`src/rtl/branch_resolver_pkg.sv`:
```
// branch_resolver_pkg: branch classes, relation codes and FSM states shared by the branch resolver
package branch_resolver_pkg;
  typedef enum logic [3:0] {
    BR_NONE = 4'd0, BR_BEQ = 4'd1, BR_BNE = 4'd2, BR_BLEZ = 4'd3, BR_BGTZ = 4'd4, BR_BLTZ = 4'd5,
    BR_BGEZ = 4'd6, BR_J = 4'd7, BR_JAL = 4'd8, BR_JR = 4'd9, BR_JALR = 4'd10
  } br_t;
  typedef enum logic [1:0] {IDLE = 2'd0, WAIT_OPS = 2'd1, HOLD = 2'd2} state_t;
  localparam logic [1:0] CODE_INV = 2'b00;
  localparam logic [1:0] CMP_EQ = 2'b01, CMP_GT = 2'b10, CMP_LT = 2'b11;
  localparam logic [1:0] ZERO_EQ = 2'b01, ZERO_GT = 2'b10, ZERO_LT = 2'b11;
  function automatic logic is_branch(input logic [3:0] t);
    return t inside {[BR_BEQ:BR_JALR]};
  endfunction
endpackage

```
`src/rtl/branch_resolver_cond.sv`:
```
// br_cond_eval: combinational taken/not-taken decision from the D-stage relation codes
module br_cond_eval
  import branch_resolver_pkg::*;
(
  input  logic [3:0] br_type,
  input  logic [1:0] cmp,
  input  logic [1:0] zero,
  output logic       taken,
  output logic       is_jump_reg,
  output logic       code_invalid
);
  always_comb begin
    is_jump_reg  = br_type == BR_JR || br_type == BR_JALR;
    code_invalid = (br_type == BR_BEQ || br_type == BR_BNE) ? cmp == CODE_INV :
                   (br_type inside {[BR_BLEZ:BR_BGEZ]}) ? zero == CODE_INV : 1'b0;
    taken = br_type == BR_BEQ  ? cmp == CMP_EQ :
            br_type == BR_BNE  ? (cmp == CMP_GT || cmp == CMP_LT) :
            br_type == BR_BLEZ ? (zero == ZERO_EQ || zero == ZERO_LT) :
            br_type == BR_BGTZ ? zero == ZERO_GT :
            br_type == BR_BLTZ ? zero == ZERO_LT :
            br_type == BR_BGEZ ? (zero == ZERO_EQ || zero == ZERO_GT) :
            br_type inside {[BR_J:BR_JALR]};
  end
endmodule

```
`src/rtl/branch_resolver.sv`:
```
// branch_resolver: D-stage branch decision and PC-redirect handshake toward F
// Optional stat_taken/stat_stall counters when BRANCH_RESOLVER_STATS_EN is defined.
module branch_resolver
  import branch_resolver_pkg::*;
#(
  parameter int PC_W     = 32,
  parameter int LINK_OFS = 8
) (
  input  logic            clk,
  input  logic            reset,
  input  logic            flush,
  input  logic            d_valid,
  input  logic [3:0]      br_type,
  input  logic            operand_ready,
  input  logic [1:0]      cmp,
  input  logic [1:0]      zero,
  input  logic [PC_W-1:0] d_pc,
  input  logic [PC_W-1:0] br_target,
  input  logic [PC_W-1:0] rs_val,
  output logic            redirect_valid,
  output logic [PC_W-1:0] redirect_pc,
  input  logic            redirect_ready,
  output logic            stall_d,
  output logic            link_we,
  output logic [PC_W-1:0] link_pc,
  output logic            cmp_err
`ifdef BRANCH_RESOLVER_STATS_EN
  ,
  output logic [31:0]     stat_taken,
  output logic [31:0]     stat_stall
`endif
);
  state_t          state;
  logic [PC_W-1:0] hold_pc, target;
  logic            taken, is_jr, code_inv, kill, br, resolve;
  br_cond_eval u_eval (
    .br_type(br_type),
    .cmp(cmp),
    .zero(zero),
    .taken(taken),
    .is_jump_reg(is_jr),
    .code_invalid(code_inv)
  );
  // kill also covers reset so outputs read idle while reset is held
  always_comb begin
    kill           = flush || !reset;
    br             = d_valid && is_branch(br_type);
    resolve        = state != HOLD && br && operand_ready && !kill;
    target         = is_jr ? rs_val : br_target;
    redirect_valid = !kill && (state == HOLD || (resolve && taken));
    redirect_pc    = state == HOLD ? hold_pc : target;
    stall_d        = !kill && (state == HOLD ? !redirect_ready :
                               br && (!operand_ready || (taken && !redirect_ready)));
    link_we        = resolve && (br_type == BR_JAL || br_type == BR_JALR);
    cmp_err        = resolve && code_inv;
    link_pc        = d_pc + PC_W'(LINK_OFS);
  end
  always_ff @(posedge clk or negedge reset) begin
    if (!reset) begin
      state   <= IDLE;
      hold_pc <= '0;
    end else if (flush) begin
      state <= IDLE;
    end else if (state == HOLD) begin
      state <= redirect_ready ? IDLE : HOLD;
    end else if (br && !operand_ready) begin
      state <= WAIT_OPS;
    end else if (resolve && taken && !redirect_ready) begin
      state   <= HOLD;
      hold_pc <= target;
    end else begin
      state <= IDLE;
    end
  end
`ifdef BRANCH_RESOLVER_STATS_EN
  always_ff @(posedge clk or negedge reset) begin
    if (!reset) begin
      stat_taken <= '0;
      stat_stall <= '0;
    end else begin
      stat_taken <= stat_taken + 32'(redirect_valid && redirect_ready);
      stat_stall <= stat_stall + 32'(stall_d);
    end
  end
`endif
endmodule

```
`config.mk`:
```
export PLATFORM = sky130hd
export DESIGN_NAME = branch_resolver
export DESIGN_NICKNAME = d
export VERILOG_FILES = /design/src/rtl/branch_resolver_pkg.sv /design/src/rtl/branch_resolver_cond.sv /design/src/rtl/branch_resolver.sv
export SDC_FILE = /design/constraint.sdc
export NUM_CORES = 1
export LEC_CHECK = 0
export BUFFER_PORTS_ARGS = -buffer_cell sky130_fd_sc_hd__clkbuf_2
export CORE_MARGIN = 4
export CORE_UTILIZATION = 44
export CTS_CLUSTER_SIZE = 20
export DETAILED_ROUTE_END_ITERATION = 8
export PLACE_DENSITY = 0.86
export SYNTH_ARGS = -nofsm -noshare
export SYNTH_HDL_FRONTEND = slang
export SYNTH_SLANG_ARGS = --single-unit
```
`constraint.sdc`:
```
create_clock -name clk -period 2.09 [get_ports clk]
set_input_delay 0.418 -clock clk [delete_from_list [all_inputs] [get_ports clk]]
set_output_delay 0.418 -clock clk [all_outputs]
set_load 0.02 [all_outputs]
```
==> results.toml <==
[clocking]
clkSlewWorstSetupHoldPaths_ns = 0.08
clkLatencyLatePin_ns = 0.28
htreeDepth = 2
clock_tree.root_cell = "clkbuf_8"
cts.path.max_buffers = 2
cts_sinks = 34
cts_hold_buf = 0
cts_tree = "done"
cts_buffers = 5

[route]
avgRoutedWirePerCell_microns = 22.4
antenna_left = 0
drcViolationCount = 0
vias_per_cell = 5.83
drtPass1Iterations = 5
routed_wl_microns = 14900
drt_iter0_markers = 225
vias = 3866

[layout]
drive_gt1_share_pct = 62.8
fin_util_pct = 88.7
nFillCells = 250
fin_cells = 663
area_delta_synth_final_pct = 92.0
layout_commonest_cell = "clkbuf_2"
nets = 700
layout_common_cells = "clkbuf_2 (116), buf_4 (99), inv_1 (36), nor2_1 (35), dfrtp_1 (34)"
antenna_cells = 0

[synth]
syn_area_per_cell_sq_um = 8.80
syn-num-nets = 454
synthCells = 339
synth_ff_type = "dfrtp_1"
ys_ff_latch = 34
synthArstFlopShare_pct = 100
synth_edf_count = 0
yosys.cell_types.count = 40
synthesis.area_sq_mm = 0.00298
synth_seq_area_share_pct = 28.5
yosysWarnings = 0

[sta]
whs_ns = 0.271
hold_viol = 0
fin_crit_ns = 2.17
worst_pin_slew_ns = 0.475
setup_violations = 33
layout_setup_ws_ns = -0.0792
slew_headroom_pct = 68.2
fin_skew_ns = 0.00507
rsz0062_at_grt = "yes"
fmax_ghz = 0.461
tns_ns = -1.05
final_max_slew_viol_count = 0
timing.final.crit_share_pct = 104

[global_route]
antenna_found_initial = 0
grt_max_degree = 47
track_usage_pct = 28.4
grt_pass1_wl_microns = 18800
grt.overflow.total = 0
grt_pass1_vias = 3776

[setup_path]
timing.rr.end = "hold_pc[12]"
crit_start = "zero[1]"
r2r_slack_ns = 0.21
cp_slowest_stage_delay_ns = 0.48
cp_num_buf_inv = 3
reg2regPathDepth = 6
worstPathRequired_ns = 1.67
crit_fanout = 3
cp.depth = 8
endpoint = "redirect_valid"
end_kind = "primary output"
cp_top_family = "compound AO/OA/AOI/OAI gates"
critPathKind = "in -> out"
crit_path_start_kind = "input pin"
slowest_stage = "a2111oi_4"
cp_data_arrival_time_ns = 1.75
path_cells = "buf_8, inv_6, ha_4, o21ai_4, a2111oi_4, o31ai_2, a21oi_2, buf_4"
timing.rr.start = "state[1]"

[floorplan]
die_area_sq_mm = 0.00816
die_w_microns = 90.4
placementRows = 29
die_h_microns = 90.4
core_sq_mm = 0.00646
start_util_pct = 46.2
io_pins = 178

[placed_design]
globalplace.congestion = 0.957
hpwlAfterDp_microns = 7200
port_buffers = 171
post-place-ws_ns = -0.199
dpl.cell_count = 619

[flow_run]
drv_cap = 0

[status]
status = "finished with violations"
failed_checks = "negative setup slack"

[pwr]
p_leak_nw = 2.67
cellPowerDensity_mw_per_mm2 = 445
worst_ir_drop_vdd_mv = 0.344

[hold_path]
hp-class = "in -> async"
-- what timing repair did --
action / CTS / global route
setup endpoints to repair: 52 / 53
cloned: 4 / 1
pin swaps: 27 / 32
hold endpoints to repair: 0 / 0
gates resized for setup: 123 / 120
buffers inserted: 12 / 22
-- worst min path at each step --
| stage | start | endpoint | slack (ns) | cells after the start |
|---|---|---|---|---|
| after floorplan | reset | hold_pc[0] | 0.12 | 0 |
| after global placement | hold_pc[15] | hold_pc[15] | 0.51 | 2 |
| after detailed placement | hold_pc[10] | hold_pc[10] | 0.51 | 2 |
| after CTS | reset | hold_pc[0] | 0.25 | 2 |
| after global routing | reset | hold_pc[27] | 0.30 | 2 |
| final | reset | hold_pc[25] | 0.27 | 2 |
-- metal layers --
metal	global-route usage (%)	part of all wire [%]
met1	30.0	35
met2	53.1	50
met3	7.92	9.2
met4	10.8	5.5
met5	0	0
-- flip-flops by register name, summed over array words and instances (netlist names) --
register  count
state         2
hold_pc      32
-- synth_stat cells, types with 5 or more instances --
cell,number,area (sq um)
mux2i_1,64,641
inv_1,38,143
xnor2_1,22,193
dfrtp_1,34,851
xor2_1,7,61.3
nand4_1,6,37.5
nand2_1,11,41.3
nand3_1,16,80.1
ha_1,5,62.6
and3_1,6,37.5
nor2_1,35,131
clkbuf_1,9,33.8
a21oi_1,37,185
-- report_power, final --
part	internal, mW	total [mW]	switching (mW)	leakage [nW]
sequential	0.762	0.849	0.0866	0.338
clock	0.267	0.538	0.271	0.0482
combinational	0.574	1.16	0.589	2.29
total	1.60	2.55	0.946	2.67
-- cell type report --
type                            instances  area (sq um)  share of cell area, %
Clock inverter                          1          5.00                 0.0873
Tap cell                               77          96.3                   1.68
Inverter                               38           150                   2.62
Sequential cell                        34           851                   14.8
Clock buffer                            7          86.3                   1.51
Timing Repair Buffer                  262          1990                   34.7
Multi-Input combinational cell        244          2550                   44.5
-- logic make-up (layout without fill, tap and decap cells) --
logic type	Yosys count	after routing	share of synthesized area, %
simple gates	96	96	17.2
mux	64	64	21.5
buf+inv	61	308	10.7
compound gates	50	50	11.4
flops	34	34	28.5
xor+xnor	29	29	8.51
fa+ha+maj	5	5	2.10
-- per-stage QoR --
step                      area (sq um)  power, mW
after floorplan                   3110       1.24
after global placement            4340       1.55
after detailed placement          4340       1.59
after CTS                         5220       2.29
after global routing              5730       2.63
final                             5730       2.55
(Power assumes the default switching activity.)
